<file path="src/rtl/i2c_pkg.sv">
`default_nettype none
// ============================================================================
// Module   : i2c_pkg
// Purpose  : Shared command codes, FSM states and per-quarter bus levels for
//            the I2C bit-level transmit engine.
// Revision : 1.0 - initial release
// ============================================================================
package i2c_pkg;

  localparam logic [2:0] CMD_START  = 3'b001;
  localparam logic [2:0] CMD_WRITE8 = 3'b011;
  localparam logic [2:0] CMD_STOP   = 3'b100;
  localparam logic [2:0] CMD_NACK   = 3'b101;
  localparam logic [2:0] CMD_ACK    = 3'b111;

  typedef enum logic [1:0] {
    S_IDLE = 2'd0,
    S_RUN  = 2'd1,
    S_DONE = 2'd2
  } state_t;

  localparam logic [1:0] QTR_0 = 2'd0;
  localparam logic [1:0] QTR_1 = 2'd1;
  localparam logic [1:0] QTR_2 = 2'd2;
  localparam logic [1:0] QTR_3 = 2'd3;

  function automatic logic cmd_is_valid(input logic [2:0] cmd);
    return (cmd == CMD_START) || (cmd == CMD_WRITE8) || (cmd == CMD_STOP) ||
           (cmd == CMD_NACK)  || (cmd == CMD_ACK);
  endfunction

  function automatic logic cmd_is_data(input logic [2:0] cmd);
    return (cmd == CMD_WRITE8) || (cmd == CMD_NACK) || (cmd == CMD_ACK);
  endfunction

  // {scl, sda} for a quarter; data commands keep sda, the bit is loaded separately.
  function automatic logic [1:0] bus_level(input logic [2:0] cmd, input logic [1:0] qtr,
                                           input logic scl_now, input logic sda_now);
    logic [1:0] lv;
    lv = {1'b0, sda_now};
    case (cmd)
      CMD_START: begin
        case (qtr)
          QTR_0:   lv = {scl_now, 1'b1};
          QTR_1:   lv = 2'b11;
          QTR_2:   lv = 2'b10;
          default: lv = 2'b00;
        endcase
      end
      CMD_STOP: begin
        case (qtr)
          QTR_0:   lv = 2'b00;
          QTR_1:   lv = 2'b10;
          default: lv = 2'b11;
        endcase
      end
      default: lv = {(qtr == QTR_1) || (qtr == QTR_2), sda_now};
    endcase
    return lv;
  endfunction

endpackage
`default_nettype wire

</file>
<file path="src/rtl/i2c_write_byte_qtick.sv">
`default_nettype none
// ============================================================================
// Module   : i2c_qtick
// Purpose  : Quarter-bit divider: QDIV clocks per quarter, 2-bit quarter index,
//            restartable at the start of each bus command.
// Revision : 1.0 - initial release
// ============================================================================
module i2c_qtick
  import i2c_pkg::*;
#(
  parameter int QDIV = 4
) (
  input  logic       clock,
  input  logic       reset_n,
  input  logic       restart,
  input  logic       enable,
  output logic       tick,
  output logic       pre_tick,
  output logic       first,
  output logic [1:0] quarter
);

  localparam int CW = (QDIV > 1) ? $clog2(QDIV) : 1;
  localparam logic [CW-1:0] C_CNT_LAST = CW'(QDIV - 1);

  logic [CW-1:0] r_cnt;
  logic [1:0]    r_qtr;

  assign tick    = (r_cnt == C_CNT_LAST);
  assign first   = (r_cnt == '0);
  assign quarter = r_qtr;

  // pre_tick: the following clock is the last one of the current quarter.
  generate
    if (QDIV == 1) begin : g_single
      assign pre_tick = 1'b1;
    end else begin : g_multi
      assign pre_tick = (r_cnt == CW'(QDIV - 2));
    end
  endgenerate

  always_ff @(posedge clock or negedge reset_n) begin
    if (!reset_n) begin
      r_cnt <= '0;
      r_qtr <= QTR_0;
    end else if (restart) begin
      r_cnt <= '0;
      r_qtr <= QTR_0;
    end else if (enable) begin
      if (tick) begin
        r_cnt <= '0;
        r_qtr <= r_qtr + 2'd1;
      end else begin
        r_cnt <= r_cnt + CW'(1);
      end
    end
  end

endmodule
`default_nettype wire

</file>
<file path="src/rtl/i2c_write_byte.sv">
`default_nettype none
// ============================================================================
// Module   : i2c_write_byte
// Purpose  : Bit-level I2C master transmit engine (START/STOP/ACK/NACK/WRITE8).
//            Optional busy output when I2C_WB_BUSY_EN is defined.
// Revision : 1.0 - initial release
// ============================================================================
module i2c_write_byte
  import i2c_pkg::*;
#(
  parameter int QDIV = 4
) (
  input  logic       clock,
  input  logic       reset_n,
  input  logic       go,
  input  logic [2:0] command,
  input  logic       data,
  output logic       load,
  output logic       finish,
  output logic       scl,
  output logic       sda
`ifdef I2C_WB_BUSY_EN
  ,
  output logic       busy
`endif
);

  state_t     r_state, w_state_nxt;
  logic [2:0] r_cmd, r_slot, w_last_slot;
  logic       r_scl, r_sda, r_load, r_finish;
  logic       w_scl_nxt, w_sda_nxt, w_load_nxt, w_finish_nxt;
  logic       w_tick, w_pre_tick, w_first;
  logic [1:0] w_qtr, w_qtr_up;
  logic       w_restart, w_enable, w_run_end, w_sample;

  assign w_restart   = (r_state == S_IDLE) && go;
  assign w_enable    = (r_state == S_RUN);
  assign w_qtr_up    = w_tick ? (w_qtr + 2'd1) : w_qtr;
  assign w_last_slot = (r_cmd == CMD_WRITE8) ? 3'd7 : 3'd0;
  assign w_run_end   = w_enable && w_tick && (w_qtr == QTR_3) && (r_slot == w_last_slot);
  // Bit is taken at the end of the first Q0 clock, after the shifter has advanced.
  assign w_sample    = w_enable && w_first && (w_qtr == QTR_0) && cmd_is_data(r_cmd);

  i2c_qtick #(.QDIV(QDIV)) u_qtick (
    .clock    (clock),
    .reset_n  (reset_n),
    .restart  (w_restart),
    .enable   (w_enable),
    .tick     (w_tick),
    .pre_tick (w_pre_tick),
    .first    (w_first),
    .quarter  (w_qtr)
  );

  // Outputs are registered, so levels are computed for the upcoming quarter.
  always_comb begin
    w_state_nxt = r_state;
    w_scl_nxt   = r_scl;
    w_sda_nxt   = r_sda;
    w_load_nxt  = 1'b1;
    unique case (r_state)
      S_IDLE: begin
        if (go) begin
          if (cmd_is_valid(command)) begin
            w_state_nxt            = S_RUN;
            {w_scl_nxt, w_sda_nxt} = bus_level(command, QTR_0, r_scl, r_sda);
          end else begin
            w_state_nxt = S_DONE;
          end
        end
      end
      S_RUN: begin
        if (w_run_end) begin
          w_state_nxt = S_DONE;
        end else begin
          {w_scl_nxt, w_sda_nxt} = bus_level(r_cmd, w_qtr_up, r_scl, r_sda);
          if (w_sample) begin
            w_sda_nxt = (r_cmd == CMD_WRITE8) ? data : (r_cmd == CMD_NACK);
          end
          if ((r_cmd == CMD_WRITE8) && (w_qtr_up == QTR_3) && w_pre_tick) begin
            w_load_nxt = 1'b0;
          end
        end
      end
      S_DONE:  w_state_nxt = S_IDLE;
      default: w_state_nxt = S_IDLE;
    endcase
    w_finish_nxt = (w_state_nxt == S_DONE);
  end

  always_ff @(posedge clock or negedge reset_n) begin
    if (!reset_n) begin
      r_state  <= S_IDLE;
      r_cmd    <= 3'd0;
      r_slot   <= 3'd0;
      r_scl    <= 1'b1;
      r_sda    <= 1'b1;
      r_load   <= 1'b1;
      r_finish <= 1'b0;
    end else begin
      r_state  <= w_state_nxt;
      r_scl    <= w_scl_nxt;
      r_sda    <= w_sda_nxt;
      r_load   <= w_load_nxt;
      r_finish <= w_finish_nxt;
      if (w_restart) begin
        r_cmd  <= command;
        r_slot <= 3'd0;
      end else if (w_enable && w_tick && (w_qtr == QTR_3)) begin
        r_slot <= r_slot + 3'd1;
      end
    end
  end

  assign scl    = r_scl;
  assign sda    = r_sda;
  assign load   = r_load;
  assign finish = r_finish;

`ifdef I2C_WB_BUSY_EN
  assign busy = (r_state != S_IDLE);
`endif

endmodule
`default_nettype wire

</file>
<file path="config.mk">
export PLATFORM = sky130hd
export DESIGN_NAME = i2c_write_byte
export DESIGN_NICKNAME = d
export VERILOG_FILES = /design/src/rtl/i2c_pkg.sv /design/src/rtl/i2c_write_byte_qtick.sv /design/src/rtl/i2c_write_byte.sv
export SDC_FILE = /design/constraint.sdc
export NUM_CORES = 1
export LEC_CHECK = 0
export CORE_MARGIN = 2
export CORE_UTILIZATION = 54
export DETAILED_ROUTE_END_ITERATION = 8
export PLACE_DENSITY_LB_ADDON = 0.3
export SKIP_LAST_GASP = 1
export SYNTH_ARGS = -nofsm -noshare
export SYNTH_HDL_FRONTEND = slang
export SYNTH_SLANG_ARGS = --single-unit
</file>
<file path="constraint.sdc">
create_clock -name clock -period 2.91 [get_ports clock]
set_clock_uncertainty 0.05 [all_clocks]
set_input_delay 0.4365 -clock clock [delete_from_list [all_inputs] [get_ports clock]]
set_output_delay 0.4365 -clock clock [all_outputs]
set_load 0.005 [all_outputs]
</file>
Word level (Yosys, flattened, before mapping)
Index checks and enable logic that the tools add are counted.

storage, ports and cells
  output and inout bits = 4
  logic and storage cells = 93
  flip-flop bits (word level) = 16
  input bits = 7

operators by class
  add/sub/neg operators = 3
  reductions and logical operators = 25
  equal/unequal tests = 26
  multiplexer cells = 30

operator list
  kind                 count
  $eq 3x3->1 const B   6
  $mux 2               9
  $pmux 2 s2           4
  $eq 2x2->1 const B   6
  $reduce_and 6->1     2
  $mux 1               11
  $logic_and 1x1->1    9
  $mux 3               3
  $logic_not 2->1      4
  $logic_or 1x1->1     7
  $eq 3x1->1 const B   2
  $eq 3x2->1 const B   2
  $ne 2x2->1 const B   3
  $pmux 2 s3           1
  $reduce_bool 2->1    3
  $add 2x1->2 const B  2
  $eq 2x1->1 const B   2
  $ne 4x1->1 const B   1
  $pmux 1 s2           2
  $add 3x1->3 const B  1
  $eq 3x3->1           1
  $ne 3x1->1 const B   1
  $ne 3x3->1 const B   1
  $ne 2x1->1 const B   1

Logic depth before layout (Yosys ltp)
  word-level depth = 9
  mapped depth = 9
  mapped depth without buffers = 9

Cells and area by module
A second synthesis with hierarchy kept.

second synthesis, totals
  cell total of the unflattened synthesis = 109
  area, all modules = 1021.0 um^2

by module, submodules not included
  module          sequential area each (um^2)  instances  cells each  area an instance (um^2)
  i2c_write_byte  304.0                        1          88          789.5
  i2c_qtick       100.1                        1          21          231.5

Worst setup path after synthesis
No wires, ideal clock.

  path type = register -> register
  start = reg u_qtick.r_qtr[0] (netlist: u_qtick.quarter[0])
  end = reg r_sda (netlist: sda)
  clock period less this slack = 2.088 ns
  stages on the path, launching flop included = 10
  arrival = 1.979 ns
  data required time = 2.801 ns
  slack = 0.822 ns
  cells stage by stage = dfrtp_1 inv_1 ha_1 mux2i_1 ha_1 nor2_1 mux2i_1 o32a_2 o21ai_0 mux2_4

on the way
  longest elaborated chain between the ends = 8
  elaborated cells between the ends (all ways) = 20
  those cells by class = 1 x add/sub; 5 x eq/ne; 7 x mux; 7 x reduce/logical

RTL lines
  what                                      RTL line                      text
  start: declaration                        i2c_write_byte_qtick.sv:27    logic [1:0] r_qtr;
  start signal: assignment                  i2c_write_byte_qtick.sv:52    r_qtr <= r_qtr + 2'd1;
  $add 2x1->2                               i2c_write_byte.sv:38          assign w_qtr_up = w_tick ? (w_qtr + 2'd1) : w_qtr;
  $mux 2                                    n/a
  $eq 2x2->1, or another cell as far along  i2c_pkg.sv:43                 case (qtr)
  $pmux 2 s3 or $pmux 2 s2 (tied branches)  i2c_pkg.sv:43, i2c_pkg.sv:51
  $pmux 2 s2                                i2c_pkg.sv:41                 case (cmd)
  $mux 1                                    i2c_write_byte.sv:77          if (w_sample) begin
  $mux 1                                    i2c_write_byte.sv:73          if (w_run_end) begin
  $pmux 1 s2                                i2c_write_byte.sv:61          unique case (r_state)
  end signal: assignment                    i2c_write_byte.sv:103         r_sda <= w_sda_nxt;
  end: declaration                          i2c_write_byte.sv:30          logic r_scl, r_sda, r_load, r_finish;

Several ways; a longest one is shown, not always the timed one. The select of a mux whose other input is x is not followed.
A chain may end at the register's enable or synchronous reset.

Worst setup path after layout
Ends and elaborated chain as after synthesis.

==> out/summary.txt <==
outcome - completed
Final Hold Viols - 0
vias in the first global route - 716
Yosys cell types - 37
placed instance area - 1140 um^2
post-synthesis async set-or-reset flop share - 100%
GRT Util Overall - 20.3%
peak supply drop - 0.000608 V
hpwl dp - 1.47 mm
design area - 1180 um^2
Initial Util - 58.6%
syn avg cell area - 10.1 um^2
share of cells above drive strength 1 - 17.7%
Max Clock Freq - 424 MHz
Clk Latency, worst-skew pair - 0.29 ns
Clk pin slew, worst setup/hold paths - 0.10 ns
WL per Instance - 13.9 um
crit path time final - 2.36 ns
CTS Hold Bufs - 0
CTS max path bufs - 2
full die area - 2260 um^2
Slew Limit Fails - 0
TritonCTS clock tree - yes
CP arrival - 2.55 ns
register area share after synthesis - 39.5%
reg2reg path depth - 9
first-pass GRT wire length - 3.11 mm
ys flop type - dfrtp_1
# H-tree levels - 1
worst path required time - 3.11 ns
# IOs - 11
Placer Congestion - 0.836
mapped cell area - 1020 um^2
Die Width - 47.5 um
Site Rows - 15
worst setup path start - u_qtick.quarter[0]
CP startpoint kind - flop
largest net degree at the start of global routing - 17
synthesized flop and latch total - 16
top-count cell post-synth - nand2_1
remaining global-route overflow - 0
Multi-input gate area - 577 um^2
setup repair bufs after CTS - 0
Commonest cells post-synth - nand2_1 (14), dfrtp_1 (13), nor2_1 (10)
Synth Warn # - 0
WL final - 1.91 mm
antenna viol nets, final - 0
Yosys top cell by area - dfrtp_1
Cells after Synth - 101
syn_nets - 117
Fillers - 148
R2R Path Start - u_qtick.quarter[0]
synth-to-layout area growth - 15.2%
post_cts resized - 0
# nets final - 130
Die H - 47.5 um
critical path type - reg -> reg
Leak - 0.553 nW
DRC errors left - 0
Slew @ Worst Pin - 0.706 ns
Hold Path Class - in -> async
max capacitance violation total - 0
Post-synth EDFFs - 0
total CTS buffers - 3
core area - 1750 um^2
Cells after DPL - 134
Root Driver - clkbuf_4
Tot Pwr - 1.25 mW
P per Cell Area - 1060 nW/um^2
setup_tns - 0 ns
Critical Path End Type - flop
IO buf count - 10
final worst-path cycle share - 81.0%
DR vias/cell - 5.49
routed via count - 758
Synth top area share - 31.8%
Antenna diodes - 0
Worst slew margin - 52.8%
Core Util, Final - 67.5%
RSZ-0062 raised after global routing - no
initial DRC count - 12
crit-path max FO - 5
top post-synthesis cells by area - dfrtp_1 (32%), ha_1 (11%), dfstp_2 (7.7%)
final setup fails - 0
sequential cell area - 404 um^2
clk sink count - 16
initial antenna violation count - 0
1st-pass router iterations - 4
Layout Cells excl Fill - 138
## cell type report
cell class	instances	area share, %
Multi-Input combinational cell	76	48.9
Sequential cell	16	34.3
Timing Repair Buffer	11	9.13
Clock buffer	4	3.08
Tap cell	25	2.65
Inverter	6	1.91
## logic make-up after synthesis
family | after synthesis | share of synthesized area, %
AO/OA/AOI/OAI | 15 | 10.5
multiplexers | 10 | 10.9
AND/OR/NAND/NOR | 37 | 19.7
flip-flops | 16 | 39.5
adder cells (fa/ha/maj) | 9 | 11.0
XOR/XNOR | 5 | 4.28
buffers and inverters | 9 | 4.16
## registers in the layout, indices dropped and copies added (netlist names)
name             flops
u_qtick.quarter      2
r_slot               3
r_cmd                3
r_state              2
scl                  1
u_qtick.r_cnt        2
sda                  1
finish               1
load                 1
## worst paths after layout
kind,end,slack [ns]
min reg2reg,r_slot[2],0.52
min,r_state[1],0.51
max in group asynchronous,finish,1.85
min in group clock,r_slot[2],0.52
max,sda,0.55
max reg2reg,sda,0.55
## metrics by stage
| stage | setup slack [ns] | hold slack (ns) |
|---|---|---|
| 2_1_floorplan | 0.822 | 0.0909 |
| 3_3_place_gp | 0.689 | 0.490 |
| 3_5_place_dp | 0.540 | 0.500 |
| 4_1_cts | 0.541 | 0.523 |
| 5_1_grt | 0.369 | 0.569 |
| 6_report | 0.552 | 0.509 |
## layer usage
metal | vias to the layer above | share of wire [%] | GRT usage (%)
met3 | 4 | 3.9 | 2.26
met5 | - | 0 | 0
met2 | 22 | 48 | 34.3
met4 | 0 | 1.3 | 8.11
li1 | 369 | - | -
met1 | 363 | 47 | 26.5
## critical path, cell delays in order, from the launching register on
cell and delay [ns]:
dfrtp_1 0.43, inv_1 0.06, ha_1 0.28, mux2i_1 0.30
ha_1 0.28, nor2_1 0.08, mux2i_1 0.13, o32a_2 0.39
o21ai_0 0.15, mux2_4 0.16
## power by group
group | internal [mW] | total, mW | leakage (nW) | switching [mW]
sequential | 0.319 | 0.425 | 0.194 | 0.106
clock | 0.0762 | 0.149 | 0.0210 | 0.0730
combinational | 0.340 | 0.672 | 0.338 | 0.332
total | 0.735 | 1.25 | 0.553 | 0.511
## layout by cell type (no fill, tap or decap), types with 3 or more instances in the layout
| cell type | instances |
|---|---|
| clkbuf_4 | 3 |
| clkdlybuf4s50_1 | 10 |
| dfrtp_1 | 13 |
| dfstp_2 | 3 |
| ha_1 | 9 |
| inv_1 | 6 |
| mux2_2 | 4 |
| mux2i_1 | 4 |
| nand2_1 | 14 |
| nand3_1 | 3 |
| nor2_1 | 10 |
| o21ai_0 | 4 |
| xnor2_1 | 3 |
Power figures use the tool's default switching activity.
==> patch 1 (config.mk and constraints unchanged) <==
Reset style: synchronous (`reset_n`), changed in 2 clocked blocks.
--- a/src/rtl/i2c_write_byte_qtick.sv
+++ b/src/rtl/i2c_write_byte_qtick.sv
@@ -41,3 +41,3 @@
 
-  always_ff @(posedge clock or negedge reset_n) begin
+  always_ff @(posedge clock) begin
     if (!reset_n) begin
--- a/src/rtl/i2c_write_byte.sv
+++ b/src/rtl/i2c_write_byte.sv
@@ -90,3 +90,3 @@
 
-  always_ff @(posedge clock or negedge reset_n) begin
+  always_ff @(posedge clock) begin
     if (!reset_n) begin
Behaviour: differs if reset_n is asserted again (counterexample within 4 cycles, from zero or initial values and one cycle with reset_n low); with reset_n held inactive, the same outputs for 10 cycles.
==> patch 1 against the original RTL <==
  * Critical path depth down 1
  * Worst setup slack better by 0.11 ns
  * Non-clock buffer count down 1
  * Critical path type unchanged
  * Sequential share of layout area down 3.8 points
  * Design area down 11%
  * Wire length down 6.0%
  * Sequential cell count unchanged
  * Synthesized area down 9.3%
Power is not compared: it rests on default switching activity, and its combinational part moved more than twofold at a synthesized area within 25%.
==> patch 1: results (changes against the original RTL) <==
The flow ran to the end, and the final reports show no timing, DRC or antenna violations. Critical path launch point: u_qtick.quarter[0]. The routability congestion estimate from global placement came out at 0.865 (+3.5%). The tools report the number of nets in the layout as 138 (+6.2%). The critical path capture point was sda. The tools report the post-synthesis net count as 127 (+8.5%). The average wire length per cell after detail routing is 13.2 um (-4.6%), and the met2 usage is 0.321 (-0.0221). The run gives 0.345 (-0.0499) as the sequential cell area fraction in the yosys report. For the worst slew margin relative to its limit, the log shows 0.709 (+0.181). For the estimated wirelength of the detail-placed design, the log shows 1390 um (-5.1%).

The overall fraction of global-route tracks in use was 0.202 (-0.000835); the slack of the worst reg-to-reg path was 0.66 ns (+0.11 ns). Type of the most critical hold path: reg -> reg. The multi-input combinational gate total is 81 (+6.6%). For the number of global-route vias before repair, the log shows 734 (+2.5%). For the post-detailed-routing wire length, the log shows 1800 um (-6.0%). Post-place setup slack: 0.688 ns (+0.148 ns). The tools report the post-detailed-placement cell area as 0.00103 mm^2 (-10%).

The logs give 111 (+9.9%) for the synthesized instance count and 33 (-11%) for the post-synthesis cell type count. Ranked by total cell area, the synthesized netlist is headed by dfxtp_1 (35%), ha_1 (12%), nor2_1 (6.9%). The final worst hold slack was 0.445 ns (-0.0646 ns); the share of the final layout cell area in multi-input gates was 0.524 (+0.0344).

The share of layout cells above drive strength 1 works out to 0.0333 (-0.144). The async set-reset flop share out of synthesis was 0 (-1.00). Most repeated cell in the gate-level netlist after synthesis: nor2_1.

The arrival time reported for the critical path endpoint was 2.40 ns (-0.15 ns). The largest net degree at the start of global routing is 14 (-3), and the number of inserted filler cells in the final layout is 139 (-6.1%). The clock buffer and inverter area fraction after layout works out to 0.0214 (-0.00936). The fraction of cell area in non-clock buffers was 0.0952 (+0.00394). For the area used by sequential logic in the layout, the log shows 320 um^2 (-21%).

By count the netlist is led by nor2_1 (17), dfxtp_1 (16), inv_1 (10), ha_1 (9), o21ai_0 (7). The buffer count excluding the clock tree in the final layout works out to 10 (-1). The run gives 0.0437 (+0.0210) as the met3 usage.
patch 1: power breakdown:
part           internal [mW]  leakage [nW]  total [mW]  switching, mW
Combinational         0.0377         0.294      0.0780         0.0403
Sequential             0.229         0.130       0.239         0.0101
Clock                 0.0482        0.0138       0.116         0.0676
Total                  0.315         0.438       0.433          0.118
patch 1: logic make-up after synthesis:
| family | share of synthesized area |
|---|---|
| and+or+nand+nor | 0.218 |
| AOI/OAI and AO/OA | 0.143 |
| DFF | 0.345 |
| buffers and inverters | 0.0620 |
| adders and majority gates | 0.121 |
| xor gates and xnor gates | 0.0566 |
| muxes | 0.0539 |
patch 1: critical path, cell delays in order, from the launching register on:
cell and delay [ns]:
dfxtp_1 0.38, inv_1 0.09, ha_1 0.30, mux2i_1 0.32, ha_1 0.28, o21ai_0 0.10
a221oi_1 0.30, o22ai_1 0.12, o311ai_1 0.22
patch 1: metal layers:
metal  wire length (um)  part of all wire
met1                830              0.46
met2                871              0.48
met3                 48             0.027
met4                 46             0.026
met5                  0                 0
==> patch 2 (same settings) <==
Without the edit above. `QDIV` is set to 4 in 2 places; all go to 8.
--- a/src/rtl/i2c_write_byte_qtick.sv
+++ b/src/rtl/i2c_write_byte_qtick.sv
@@ -10,3 +10,3 @@
 #(
-  parameter int QDIV = 4
+  parameter int QDIV = 8
 ) (
--- a/src/rtl/i2c_write_byte.sv
+++ b/src/rtl/i2c_write_byte.sv
@@ -10,3 +10,3 @@
 #(
-  parameter int QDIV = 4
+  parameter int QDIV = 8
 ) (
Check against the original RTL: not equivalent (Yosys sat finds a counterexample within 10 cycles, from zero or initial values and one cycle with reset_n low).
==> patch 2 against the original RTL <==
  * Sequential cell count grew 1
  * Critical endpoint is now scl
  * Sequential share of layout area down 1.0 points
  * Total power fell by 7.5%
  * Design area is 9.4% higher
  * Synthesized area up 14%
  * Wire length rose by 14%
  * Worst setup slack got worse by 0.21 ns
  * Clock power down 17%
==> patch 2: results (changes against the original RTL) <==
The logs give 172 (+16%) for the number of inserted filler cells in the final layout and 667 um^2 (+16%) for the area taken by multi-input logic gates. The logs give 861 (+20%) for the number of global-route vias before repair and 0.787 (-5.8%) for the routability congestion estimate from global placement. The length in cells of the worst reg-to-reg path is 10 (+1), and the first-pass GRT wire length is 3890 um (+25%). The proportion of total power due to net switching was 0.427 (+0.0170). The post-synthesis cell type count was 41 (+11%).

The post-detailed-placement cell area is 0.00126 mm^2 (+11%), and the post-synthesis net count is 141 (+21%). The average wire length per cell after detail routing works out to 13.9 um (+0.22%). The post-placement cell count is 153 (+14%), and the overall fraction of global-route tracks in use is 0.200 (-0.00292). Ranked by instance count, the synthesized netlist is headed by nand2_1 (15), dfrtp_1 (14), ha_1 (12), nor2_1 (10), inv_1 (7). The arrival time reported for the critical path endpoint is 2.75 ns (+0.20 ns). The number of cells in the finished layout apart from fillers came out at 157 (+14%). The logs give 22 (+10) for the starting DRC count in detailed routing and 0.379 ns (-0.162 ns) for the post-place setup slack. The slack of the worst reg-to-reg path was 0.34 ns (-0.21 ns); the maximum ir drop on the vdd rail was 0.000561 V (-7.6%). For the estimated wirelength of the detail-placed design, the log shows 1630 um (+11%). The slew at the pin closest to its max-slew limit is 0.770 ns (+0.0645 ns).

In this run the critical register-to-register path is launched from u_qtick.r_cnt[0]. The endpoint of the worst-slack reg-to-reg timing path was scl. The sequential cell area fraction in the yosys report was 0.368 (-0.0264); the average size of a mapped cell was 9.55 um^2 (-5.8%). The flow ran to the end, and the final reports show no timing, DRC or antenna violations. For the largest net degree at the start of global routing, the log shows 18 (+1). The worst hold path belongs to the class reg -> reg.

The per-cell via count in the routed design is 5.54 (+0.77%). The share of layout cells above drive strength 1 works out to 0.108 (-0.0693). In the post-synthesis netlist, the biggest area contributors are dfrtp_1 (30%), ha_1 (13%), dfstp_2 (6.8%). The share of the synthesized area in the top cell type is 0.301 (-0.0171).

The worst-path maximum fanout works out to 6 (+1).
## patch 2: logic make-up after synthesis
group,synth area share
buffers and inverters,0.0591
xor gates and xnor gates,0.0451
muxes,0.0269
and+or+nand+nor,0.226
DFF,0.368
AOI/OAI and AO/OA,0.146
adders and majority gates,0.129
## patch 2: cell type report
| cell class | count | share of cell area |
|---|---|---|
| multi-input combinational | 91 | 0.517 |
| sequential | 17 | 0.333 |
| clock buffer | 4 | 0.0204 |
| tap | 27 | 0.0262 |
| timing repair buffer | 11 | 0.0834 |
| inverter | 7 | 0.0204 |
## patch 2: worst max-delay path by stage
stage                           startpoint  endpoint  cells past startpoint
final                     u_qtick.r_cnt[0]       scl                     10
after CTS                 u_qtick.r_cnt[0]       scl                     10
after detailed placement  u_qtick.r_cnt[0]       scl                     10
after global routing      u_qtick.r_cnt[0]       scl                     10
after global placement    u_qtick.r_cnt[0]       scl                     10
after floorplan           u_qtick.r_cnt[0]       scl                     11
## patch 2: layer usage
layer | GRT usage | wire (um) | part of all wire
met4 | 0.0180 | 0 | 0
met5 | 0 | 0 | 0
met3 | 0.0357 | 87 | 0.040
met2 | 0.322 | 1030 | 0.47
met1 | 0.291 | 1060 | 0.49
## patch 2: power groups by stage
stage	registers, mW	clock network (mW)	logic, mW
finish	0.428	0.123	0.603
global route	0.444	0.141	0.688
CTS	0.424	0.130	0.607
detailed placement	0.429	0	0.602
global placement	0.423	0	0.587
floorplan	0.375	0	0.527
## patch 2: worst max-delay path, cell delays in order, from the launching register on
cell and delay [ns]:
dfrtp_1 0.41, ha_1 0.19, ha_1 0.30, mux2i_1 0.34, inv_1 0.11, ha_1 0.32
nor2b_1 0.15, a211oi_1 0.24, a21oi_1 0.07, a211oi_1 0.17, mux2_2 0.18
